==> src/rtl/flip_sequencer_if.sv <==
// Start/result handshake, board-RAM read port and flipper control for the move sequencer.
// slave is the sequencer side, master is the controller/RAM/flipper side.
interface flip_sequencer_if #(
   parameter int STEP_W = 5
);
   logic              start;
   logic              player;
   logic [6:0]        s_addr_in;
   logic [1:0]        mem_data_in;
   logic              flip_done_in;
   logic [6:0]        mem_addr_o;
   logic              mem_sel_o;
   logic              flip_ld_o;
   logic              flip_en_o;
   logic [6:0]        flip_addr_o;
   logic [STEP_W-1:0] flip_step_o;
   logic              flip_sign_o;
   logic              flip_skip_o;
   logic              busy_o;
   logic              done_o;
   logic              move_valid_o;
   logic [7:0]        dir_mask_o;
   logic [5:0]        flip_count_o;

   modport slave (
      input  start, player, s_addr_in, mem_data_in, flip_done_in,
      output mem_addr_o, mem_sel_o, flip_ld_o, flip_en_o, flip_addr_o, flip_step_o,
             flip_sign_o, flip_skip_o, busy_o, done_o, move_valid_o, dir_mask_o, flip_count_o
   );

   modport master (
      output start, player, s_addr_in, mem_data_in, flip_done_in,
      input  mem_addr_o, mem_sel_o, flip_ld_o, flip_en_o, flip_addr_o, flip_step_o,
             flip_sign_o, flip_skip_o, busy_o, done_o, move_valid_o, dir_mask_o, flip_count_o
   );
endinterface

==> src/rtl/flip_sequencer.sv <==
// Scans the 8 rays from a placement cell, launching the flipper once per capturing ray.
// RAM reads take two edges (address, wait, sample); flips block until flip_done_in.
module flip_sequencer #(
   parameter int NDIR   = 8,
   parameter int STEP_W = 5
) (
   input  logic              clock,
   input  logic              reset,
   flip_sequencer_if.slave   bus
);
   typedef enum logic [3:0] {
      S_IDLE, S_ORG_WAIT, S_ORG_EVAL, S_DIR_INIT, S_STEP, S_READ_WAIT,
      S_EVAL, S_LD_FLIP, S_EN_FLIP, S_WAIT_FLIP, S_NEXT_DIR, S_DONE
   } state_t;

   state_t            state_q;
   logic [6:0]        origin_q;
   logic              player_q;
   logic [2:0]        dir_q;
   logic [2:0]        row_q;
   logic [2:0]        col_q;
   logic [2:0]        run_q;
   logic [6:0]        mem_addr_q;
   logic              sel_q;
   logic              ld_q;
   logic              en_q;
   logic [STEP_W-1:0] step_q;
   logic              sign_q;
   logic              busy_q;
   logic              done_q;
   logic              valid_q;
   logic [7:0]        mask_q;
   logic [5:0]        count_q;

   logic              up, down, left, right, at_edge, dir_sign;
   logic [2:0]        row_d, col_d;
   logic [STEP_W-1:0] dir_step;
   logic [1:0]        own_col, opp_col;

   // Ray geometry from the direction index: d0..d2 go up, d5..d7 go down.
   always_comb begin
      up       = (dir_q <= 3'd2);
      down     = (dir_q >= 3'd5);
      left     = (dir_q == 3'd0) || (dir_q == 3'd3) || (dir_q == 3'd5);
      right    = (dir_q == 3'd2) || (dir_q == 3'd4) || (dir_q == 3'd7);
      at_edge  = (up && row_q == 3'd0) || (down && row_q == 3'd7) ||
                 (left && col_q == 3'd0) || (right && col_q == 3'd7);
      row_d    = row_q;
      col_d    = col_q;
      if (up)         row_d = row_q - 3'd1;
      else if (down)  row_d = row_q + 3'd1;
      if (left)       col_d = col_q - 3'd1;
      else if (right) col_d = col_q + 3'd1;
      if (up || down) dir_step = (left || right) ? ((up == left) ? STEP_W'(9) : STEP_W'(7)) : STEP_W'(8);
      else            dir_step = STEP_W'(1);
      dir_sign = up || (left && !down);
      own_col  = player_q ? 2'b10 : 2'b01;
      opp_col  = player_q ? 2'b01 : 2'b10;
   end

   always_ff @(posedge clock or negedge reset) begin
      if (!reset) begin
         state_q    <= S_IDLE;
         origin_q   <= '0;
         player_q   <= 1'b0;
         dir_q      <= '0;
         row_q      <= '0;
         col_q      <= '0;
         run_q      <= '0;
         mem_addr_q <= '0;
         sel_q      <= 1'b0;
         ld_q       <= 1'b0;
         en_q       <= 1'b0;
         step_q     <= '0;
         sign_q     <= 1'b0;
         busy_q     <= 1'b0;
         done_q     <= 1'b0;
         valid_q    <= 1'b0;
         mask_q     <= '0;
         count_q    <= '0;
      end else begin
         ld_q   <= 1'b0;
         en_q   <= 1'b0;
         done_q <= 1'b0;
         case (state_q)
            S_IDLE: begin
               if (bus.start) begin
                  origin_q <= bus.s_addr_in;
                  player_q <= bus.player;
                  mask_q   <= '0;
                  count_q  <= '0;
                  valid_q  <= 1'b0;
                  busy_q   <= 1'b1;
                  if (bus.s_addr_in[6]) begin
                     state_q <= S_DONE;
                  end else begin
                     mem_addr_q <= bus.s_addr_in;
                     state_q    <= S_ORG_WAIT;
                  end
               end
            end
            S_ORG_WAIT: state_q <= S_ORG_EVAL;
            S_ORG_EVAL: begin
               if (bus.mem_data_in != 2'b00) begin
                  state_q <= S_DONE;
               end else begin
                  dir_q   <= '0;
                  state_q <= S_DIR_INIT;
               end
            end
            S_DIR_INIT: begin
               row_q   <= origin_q[5:3];
               col_q   <= origin_q[2:0];
               run_q   <= '0;
               state_q <= S_STEP;
            end
            S_STEP: begin
               if (at_edge) begin
                  state_q <= S_NEXT_DIR;
               end else begin
                  row_q      <= row_d;
                  col_q      <= col_d;
                  mem_addr_q <= {1'b0, row_d, col_d};
                  state_q    <= S_READ_WAIT;
               end
            end
            S_READ_WAIT: state_q <= S_EVAL;
            S_EVAL: begin
               if (bus.mem_data_in == opp_col) begin
                  run_q   <= run_q + 3'd1;
                  state_q <= S_STEP;
               end else if (bus.mem_data_in == own_col && run_q != 3'd0) begin
                  mask_q[dir_q] <= 1'b1;
                  count_q       <= count_q + 6'(run_q);
                  sel_q         <= 1'b1;
                  ld_q          <= 1'b1;
                  step_q        <= dir_step;
                  sign_q        <= dir_sign;
                  state_q       <= S_LD_FLIP;
               end else begin
                  state_q <= S_NEXT_DIR;
               end
            end
            S_LD_FLIP: begin
               en_q    <= 1'b1;
               state_q <= S_EN_FLIP;
            end
            S_EN_FLIP: state_q <= S_WAIT_FLIP;
            S_WAIT_FLIP: begin
               if (bus.flip_done_in) begin
                  sel_q   <= 1'b0;
                  state_q <= S_NEXT_DIR;
               end
            end
            S_NEXT_DIR: begin
               if (dir_q == 3'(NDIR - 1)) begin
                  state_q <= S_DONE;
               end else begin
                  dir_q   <= dir_q + 3'd1;
                  state_q <= S_DIR_INIT;
               end
            end
            S_DONE: begin
               done_q  <= 1'b1;
               busy_q  <= 1'b0;
               valid_q <= |mask_q;
               state_q <= S_IDLE;
            end
            default: state_q <= S_IDLE;
         endcase
      end
   end

   assign bus.mem_addr_o   = mem_addr_q;
   assign bus.mem_sel_o    = sel_q;
   assign bus.flip_ld_o    = ld_q;
   assign bus.flip_en_o    = en_q;
   assign bus.flip_addr_o  = origin_q;
   assign bus.flip_step_o  = step_q;
   assign bus.flip_sign_o  = sign_q;
   assign bus.flip_skip_o  = 1'b0;
   assign bus.busy_o       = busy_q;
   assign bus.done_o       = done_q;
   assign bus.move_valid_o = valid_q;
   assign bus.dir_mask_o   = mask_q;
   assign bus.flip_count_o = count_q;
endmodule

==> src/flat_wrapper.sv <==
// flat-port wrapper written by rule: the top's interface ports become plain ports
module flip_sequencer_flat 
#(
   parameter int NDIR   = 8,
   parameter int STEP_W = 5
)
  (clock, reset, bus_start, bus_player, bus_s_addr_in, bus_mem_data_in, bus_flip_done_in, bus_mem_addr_o, bus_mem_sel_o, bus_flip_ld_o, bus_flip_en_o, bus_flip_addr_o, bus_flip_step_o, bus_flip_sign_o, bus_flip_skip_o, bus_busy_o, bus_done_o, bus_move_valid_o, bus_dir_mask_o, bus_flip_count_o);
  flip_sequencer_if #(.STEP_W(STEP_W)) bus_i ();
  input  logic clock;
  input  logic reset;
  input wire logic [$bits(bus_i.start)-1:0] bus_start;
  input wire logic [$bits(bus_i.player)-1:0] bus_player;
  input wire logic [$bits(bus_i.s_addr_in)-1:0] bus_s_addr_in;
  input wire logic [$bits(bus_i.mem_data_in)-1:0] bus_mem_data_in;
  input wire logic [$bits(bus_i.flip_done_in)-1:0] bus_flip_done_in;
  output wire logic [$bits(bus_i.mem_addr_o)-1:0] bus_mem_addr_o;
  output wire logic [$bits(bus_i.mem_sel_o)-1:0] bus_mem_sel_o;
  output wire logic [$bits(bus_i.flip_ld_o)-1:0] bus_flip_ld_o;
  output wire logic [$bits(bus_i.flip_en_o)-1:0] bus_flip_en_o;
  output wire logic [$bits(bus_i.flip_addr_o)-1:0] bus_flip_addr_o;
  output wire logic [$bits(bus_i.flip_step_o)-1:0] bus_flip_step_o;
  output wire logic [$bits(bus_i.flip_sign_o)-1:0] bus_flip_sign_o;
  output wire logic [$bits(bus_i.flip_skip_o)-1:0] bus_flip_skip_o;
  output wire logic [$bits(bus_i.busy_o)-1:0] bus_busy_o;
  output wire logic [$bits(bus_i.done_o)-1:0] bus_done_o;
  output wire logic [$bits(bus_i.move_valid_o)-1:0] bus_move_valid_o;
  output wire logic [$bits(bus_i.dir_mask_o)-1:0] bus_dir_mask_o;
  output wire logic [$bits(bus_i.flip_count_o)-1:0] bus_flip_count_o;
  assign bus_i.start = bus_start;
  assign bus_i.player = bus_player;
  assign bus_i.s_addr_in = bus_s_addr_in;
  assign bus_i.mem_data_in = bus_mem_data_in;
  assign bus_i.flip_done_in = bus_flip_done_in;
  assign bus_mem_addr_o = bus_i.mem_addr_o;
  assign bus_mem_sel_o = bus_i.mem_sel_o;
  assign bus_flip_ld_o = bus_i.flip_ld_o;
  assign bus_flip_en_o = bus_i.flip_en_o;
  assign bus_flip_addr_o = bus_i.flip_addr_o;
  assign bus_flip_step_o = bus_i.flip_step_o;
  assign bus_flip_sign_o = bus_i.flip_sign_o;
  assign bus_flip_skip_o = bus_i.flip_skip_o;
  assign bus_busy_o = bus_i.busy_o;
  assign bus_done_o = bus_i.done_o;
  assign bus_move_valid_o = bus_i.move_valid_o;
  assign bus_dir_mask_o = bus_i.dir_mask_o;
  assign bus_flip_count_o = bus_i.flip_count_o;
  flip_sequencer #(.NDIR(NDIR), .STEP_W(STEP_W)) u_core (.clock(clock), .reset(reset), .bus(bus_i));
endmodule
==> config.mk <==
export PLATFORM = sky130hd
export DESIGN_NAME = flip_sequencer_flat
export DESIGN_NICKNAME = d
export VERILOG_FILES = /design/src/rtl/flip_sequencer_if.sv /design/src/rtl/flip_sequencer.sv /design/src/flat_wrapper.sv
export SDC_FILE = /design/constraint.sdc
export NUM_CORES = 1
export LEC_CHECK = 0
export ABC_AREA = 1
export BUFFER_PORTS_ARGS = -buffer_cell sky130_fd_sc_hd__buf_2
export CORE_ASPECT_RATIO = 1.75
export CORE_UTILIZATION = 50
export CTS_BUF_LIST = sky130_fd_sc_hd__clkbuf_4 sky130_fd_sc_hd__clkbuf_8
export DETAILED_ROUTE_END_ITERATION = 10
export PLACE_DENSITY = 0.73
export SETUP_SLACK_MARGIN = 0.05
export SKIP_LAST_GASP = 1
export SLEW_MARGIN = 20
export SYNTH_ARGS = -nofsm -noshare
export SYNTH_HDL_FRONTEND = slang
export SYNTH_SLANG_ARGS = --single-unit
==> constraint.sdc <==
create_clock -name clock -period 4.1 [get_ports clock]
set_input_delay 0.82 -clock clock [delete_from_list [all_inputs] [get_ports clock]]
set_output_delay 0.82 -clock clock [all_outputs]
set_load 0.01 [all_outputs]
======== Word level (Yosys, flattened, before mapping) ========
Index checks and enable logic that the tools add are counted.
operators by class
  $add $sub $neg .......................... 7
  $mul .................................... 0
  divide/modulo/power cells ............... 0
  magnitude comparators ................... 4
  equality and inequality tests ........... 30
  shift operators ......................... 0
  mux-type cells .......................... 54
  bitwise logic cells ..................... 2
  reduce and logical (&&, ||, !) cells .... 42
operators with widths
  operator                                                               number
  4-bit one-hot mux with 11 select lines                                 1
  4-bit 2-to-1 mux                                                       9
  3-bit 2-to-1 mux                                                       9
  8-bit 2-to-1 mux                                                       3
  3-bit one-hot mux with 2 select lines                                  4
  7-bit 2-to-1 mux                                                       3
  6-bit 2-to-1 mux                                                       3
  4-bit by 3-bit equality test with 1-bit output, second input constant  4
  4-bit equality test, second input constant                             4
  8-bit one-hot mux with 2 select lines                                  1
  2-bit nonzero test                                                     8
  3-bit equality test, second input constant                             5
  2-bit != test, second input constant                                   7
  7-bit one-hot mux with 2 select lines                                  1
  3-bit by 1-bit adder with 3-bit output, second input constant          4
  6-bit one-hot mux with 2 select lines                                  1
  4-bit AND reduction                                                    3
  1-bit 2-to-1 mux                                                       11
  1-bit logical OR                                                       10
  5-bit 2-to-1 mux                                                       2
  2-bit AND reduction                                                    5
  3-bit zero test                                                        3
  4-bit by 2-bit equality test with 1-bit output, second input constant  2
  8-bit OR                                                               1
  21 further kinds                                                       35
word-level totals
  bits in registers ....................... 57
  latch bits .............................. 0
  bits in writable memories ............... 0
  bits in read-only memories .............. 0
  input port bits ......................... 14
  output and inout port bits .............. 41
  logic and storage cells ................. 157
  memories kept ........................... 0

======== Depth between registers and ports, before layout ========
  depth after elaboration ................. 8
  gate-level depth with buffers ........... 12
  depth with buffers taken out ............ 11

======== Worst setup path before layout ========
No wires, ideal clock.
  path kind ............................... register -> register
  from .................................... register u_core.dir_q[1]
  to ...................................... register u_core.mem_addr_q[3], in the netlist u_core.bus.mem_addr_o[3]
  library setup time ...................... 0.117 ns
  data arrival time ....................... 1.656 ns
  required time ........................... 3.983 ns
  path slack .............................. 2.327 ns
  stages on the path, launching flop included .. 11
  path buffers ............................ 0
  cell sequence ........................... dfrtp_1 -> inv_1 -> ha_1 -> nand2_1 -> nand3_2 -> nand2_1 -> nand2_2 -> o21ai_4 -> nand2_4 -> nand2_1 -> nand2_1
between the ends
  cells in the longest elaborated chain, start to end .. 8
RTL lines
  element                                                                                                            line                   RTL
  start, declared                                                                                                    flip_sequencer.sv:19   logic [2:0] dir_q;
  start signal, assigned                                                                                             flip_sequencer.sv:159  dir_q <= dir_q + 3'd1;
  parallel branches: the longest is 8 deep, another holds 3-bit by 2-bit less-or-equal comparator with 1-bit output  n/a
  end signal, assigned                                                                                               flip_sequencer.sv:97   mem_addr_q <= bus.s_addr_in;
  end signal, assigned                                                                                               flip_sequencer.sv:123  mem_addr_q <= {1'b0, row_d, col_d};
  end, declared                                                                                                      flip_sequencer.sv:23   logic [6:0] mem_addr_q;
Parallel ways; which one is timed is not known. The select of a mux whose other input is x is not followed.
A chain may end at the register's enable or synchronous reset.

======== Worst setup path after layout ========
  from .................................... register u_core.dir_q[0]
  to ...................................... register u_core.col_q[1]
between the ends
  cells in the longest elaborated chain, start to end .. 8
RTL lines
  element                                                                                                            line                   RTL
  parallel branches: the longest is 8 deep, another holds 3-bit by 2-bit less-or-equal comparator with 1-bit output  n/a
  end signal, assigned                                                                                               flip_sequencer.sv:113  col_q <= origin_q[2:0];
  end signal, assigned                                                                                               flip_sequencer.sv:122  col_q <= col_d;
  end, declared                                                                                                      flip_sequencer.sv:21   logic [2:0] col_q;
Parallel ways; which one is timed is not known. The select of a mux whose other input is x is not followed.

==> qor.csv <==
stage,metric,value,unit
run_status,status,finished clean,
hold_path,hold crit path type,reg -> reg,
placed_design,Final GP Congestion,0.979,
clocking,Clk Tree Root Cell,clkbuf_8,
layout,Layout area overhead,11.2,%
sta,max-slew violations,0,
sta,Period minus WS final,2150,ps
detailed_routing,Pre-Repair DR Iteration Count,4,
setup_path,slowest stage cell on the critical path,dfrtp_1,
global_routing,vias in the first global route,2855,
setup_path,worst r2r dst,u_core.col_q[1],
setup_path,delay of the slowest critical-path stage,500,ps
layout,"commonest non-fill, non-tap cell in the layout",nand2_1,
detailed_routing,total wire length,7720,um
clocking,clock buffer depth,2,
sta,crit share post-route,52.5,%
detailed_routing,number of routed nets with antenna violations,0,
clocking,clock sinks,54,
clocking,CTS tree,built,
sta,Fin Setup TNS,0,ps
layout,final net count,505,
synth,cells after synthesis,420,
synth,post-synth top area cell,dfrtp_1,
synth,YS warnings,0,
setup_path,R2R setup slack,1950,ps
global_routing,largest net degree at the start of global routing,55,
setup_path,Critical Path Start Type,flip-flop,
sta,setup violators final,0,
setup_path,Setup CP Type,reg -> reg,
die,area of the core,6230,um^2
setup_path,Critical Path RT,4310,ps
layout,final instance area,3630,um^2
clocking,total setup buffers inserted after CTS,0,
setup_path,Worst R2R Path Depth,11,
setup_path,Crit Reg-Reg Startpoint,u_core.dir_q[0],
sta,worst slew pin tran,696,ps
sta,clock skew,14.2,ps
die,Die Y,109,um
setup_path,"Buf+Inv Stages, Crit Path",2,
clocking,CTS Buf Count,5,
power,PD cells,637,nW/um^2
layout,most frequent cells in the layout,"nand2_1, dfrtp_1, buf_2, inv_1, nand3_1",
setup_path,CP Depth,11,
setup_path,CP Launch Point,u_core.dir_q[0],
clocking,"CTS clk-pin slew, worst paths",100,ps
sta,fmax,464,MHz
clocking,cts repair resizes,0,
synth,register area share after synthesis,41.4,%
synth,syn_area_per_cell,7.76,um^2
sta,RSZ-0062 raised after global routing,no,
detailed_routing,drt wl/cell,14.0,um
global_routing,gr ovfl total,0,
detailed_routing,residual DRC count,0,
synth,Yosys cell types,40,
placed_design,number of port buffers,51,
detailed_routing,Vias/cell,5.25,
setup_path,crit-path cells,"inv_1, ha_1, inv_1, a21oi_1, nand2_1, nand2_2, nor2_2, nand2_2, nand2_2, nand2_1, nand2_1",
setup_path,cell family with most CP delay,simple AND/OR/NAND/NOR gates,
synth,Area contributors post-synth,"dfrtp_1, nand2_1, ha_1",
setup_path,Critical Path Sink,u_core.col_q[1],
die,Ports,55,
placed_design,Post-DP HPWL,5990,um
detailed_routing,initial drt markers,136,
flow_run,Max-Cap Viols,0,
global_routing,initial antenna violation count,0,
clocking,clk_lat worst skew,320,ps
detailed_routing,Vias,2895,
die,Horiz. Die Dim,63.0,um
synth,top-area cell type share of the netlist area,41.4,%
synth,Mapped Area,3260,um^2
die,Site Rows,38,
power,peak supply drop,357,uV
layout,n_diodes,0,
sta,Final Hold Fails,0,
clocking,Hold Buf Count CTS,0,
die,Starting Density,52.4,%
power,P_leak,0.00202,uW
placed_design,Placed Area,3540,um^2
global_routing,first-pass GRT wire length,13000,um
synth,Synth Register Bits,54,
die,die area,6860,um^2
layout,layout cell share with drive strength beyond 1,19.5,%
setup_path,Crit Path Max Fanout,9,
sta,Slew HR,53.6,%
clocking,H-tree depth,2,
setup_path,CP endpoint kind,flip-flop,
setup_path,Critical Path AT,2360,ps
global_routing,GR Util All Layers,24.6,%
==> cell families (layout without fill, tap and decap cells) <==
kind of cell | after synthesis | after routing | share of synthesized area [%]
flip-flops | 54 | 54 | 41.4
other | 1 | 3 | 0.115
adder cells (fa/ha/maj) | 20 | 20 | 7.90
AO/OA/AOI/OAI | 60 | 60 | 10.7
AND/OR/NAND/NOR | 214 | 214 | 29.2
buffers and inverters | 68 | 117 | 9.78
XOR/XNOR | 3 | 3 | 0.806
==> area by class of cell <==
class / count / area [um^2]
flip-flops and latches: 54 / 1350
clock inverters: 1 / 7.51
repair buffers: 53 / 270
multi-input cells: 300 / 1600
inverters: 57 / 223
fillers: 613 / 2600
clock buffers: 6 / 76.3
well taps: 80 / 100
==> metrics by stage <==
step	worst slack (ps)	std cells	total power [uW]	hold slack, ps	utilization [%]
after CTS	1960	551	2330	483	58.2
after global routing	1740	551	2520	499	58.2
final	1950	551	2310	479	58.2
after detailed placement	1910	544	2020	459	56.9
after global placement	1960	544	1990	454	56.9
after floorplan	2330	422	1710	505	-
==> per-layer routing <==
metal	wire, um	part of all wire, %	global-route usage [%]	vias up
met4	416	5.4	15.8	0
li1	-	-	-	1443
met3	257	3.3	3.66	32
met1	2870	37	25.9	1339
met5	0	0	0	-
met2	4180	54	45.0	81
==> sequential cells by signal, summed over array words and instances, names as in the netlist, 4 cells and up <==
name,flops
u_core.bus.dir_mask_o,8
u_core.state_q,4
u_core.bus.flip_addr_o,7
u_core.bus.mem_addr_o,6
u_core.bus.flip_count_o,6
==> worst register-to-register path, cell delays in order (launching register included) <==
cell,delay (ps)
dfrtp_1,500
inv_1,250
ha_1,230
inv_1,60
a21oi_1,280
nand2_1,110
nand2_2,120
nor2_2,40
nand2_2,160
nand2_2,150
nand2_1,90
nand2_1,50
==> synth_stat cells, drive strengths merged <==
cell      n
xnor2     2
o31ai     1
conb      1
fa        1
nor2     31
o22ai     1
or2       2
buf      11
a21oi    21
nand3b    1
nand2   124
a22oi     1
a31oi     4
xor2      1
nand4     5
nor3      3
ha       19
dfrtp    54
nand3    46
nor4      2
o21ai    31
clkinv    3
a22o      1
inv      54
==> worst min path at each step <==
| stage | depth (start not counted) | slack [ps] | end | start |
|---|---|---|---|---|
| 3_3_place_gp | 2 | 450 | u_core.bus.mem_addr_o[5] | u_core.bus.mem_addr_o[5] |
| 2_1_floorplan | 2 | 510 | u_core.bus.mem_addr_o[0] | u_core.bus.mem_addr_o[0] |
| 6_report | 2 | 480 | u_core.bus.mem_addr_o[1] | u_core.bus.mem_addr_o[1] |
| 5_1_grt | 2 | 500 | u_core.bus.mem_addr_o[1] | u_core.bus.mem_addr_o[1] |
| 3_5_place_dp | 2 | 460 | u_core.bus.mem_addr_o[1] | u_core.bus.mem_addr_o[1] |
| 4_1_cts | 2 | 480 | u_core.bus.mem_addr_o[1] | u_core.bus.mem_addr_o[1] |
==> power breakdown <==
| group | leakage, uW | total, uW | switching, uW | internal (uW) |
|---|---|---|---|---|
| clock | 0.0000407 | 299 | 175 | 124 |
| combinational | 0.00127 | 1130 | 722 | 405 |
| sequential | 0.000708 | 883 | 177 | 706 |
| total | 0.00202 | 2310 | 1070 | 1240 |
(Power assumes the default switching activity.)
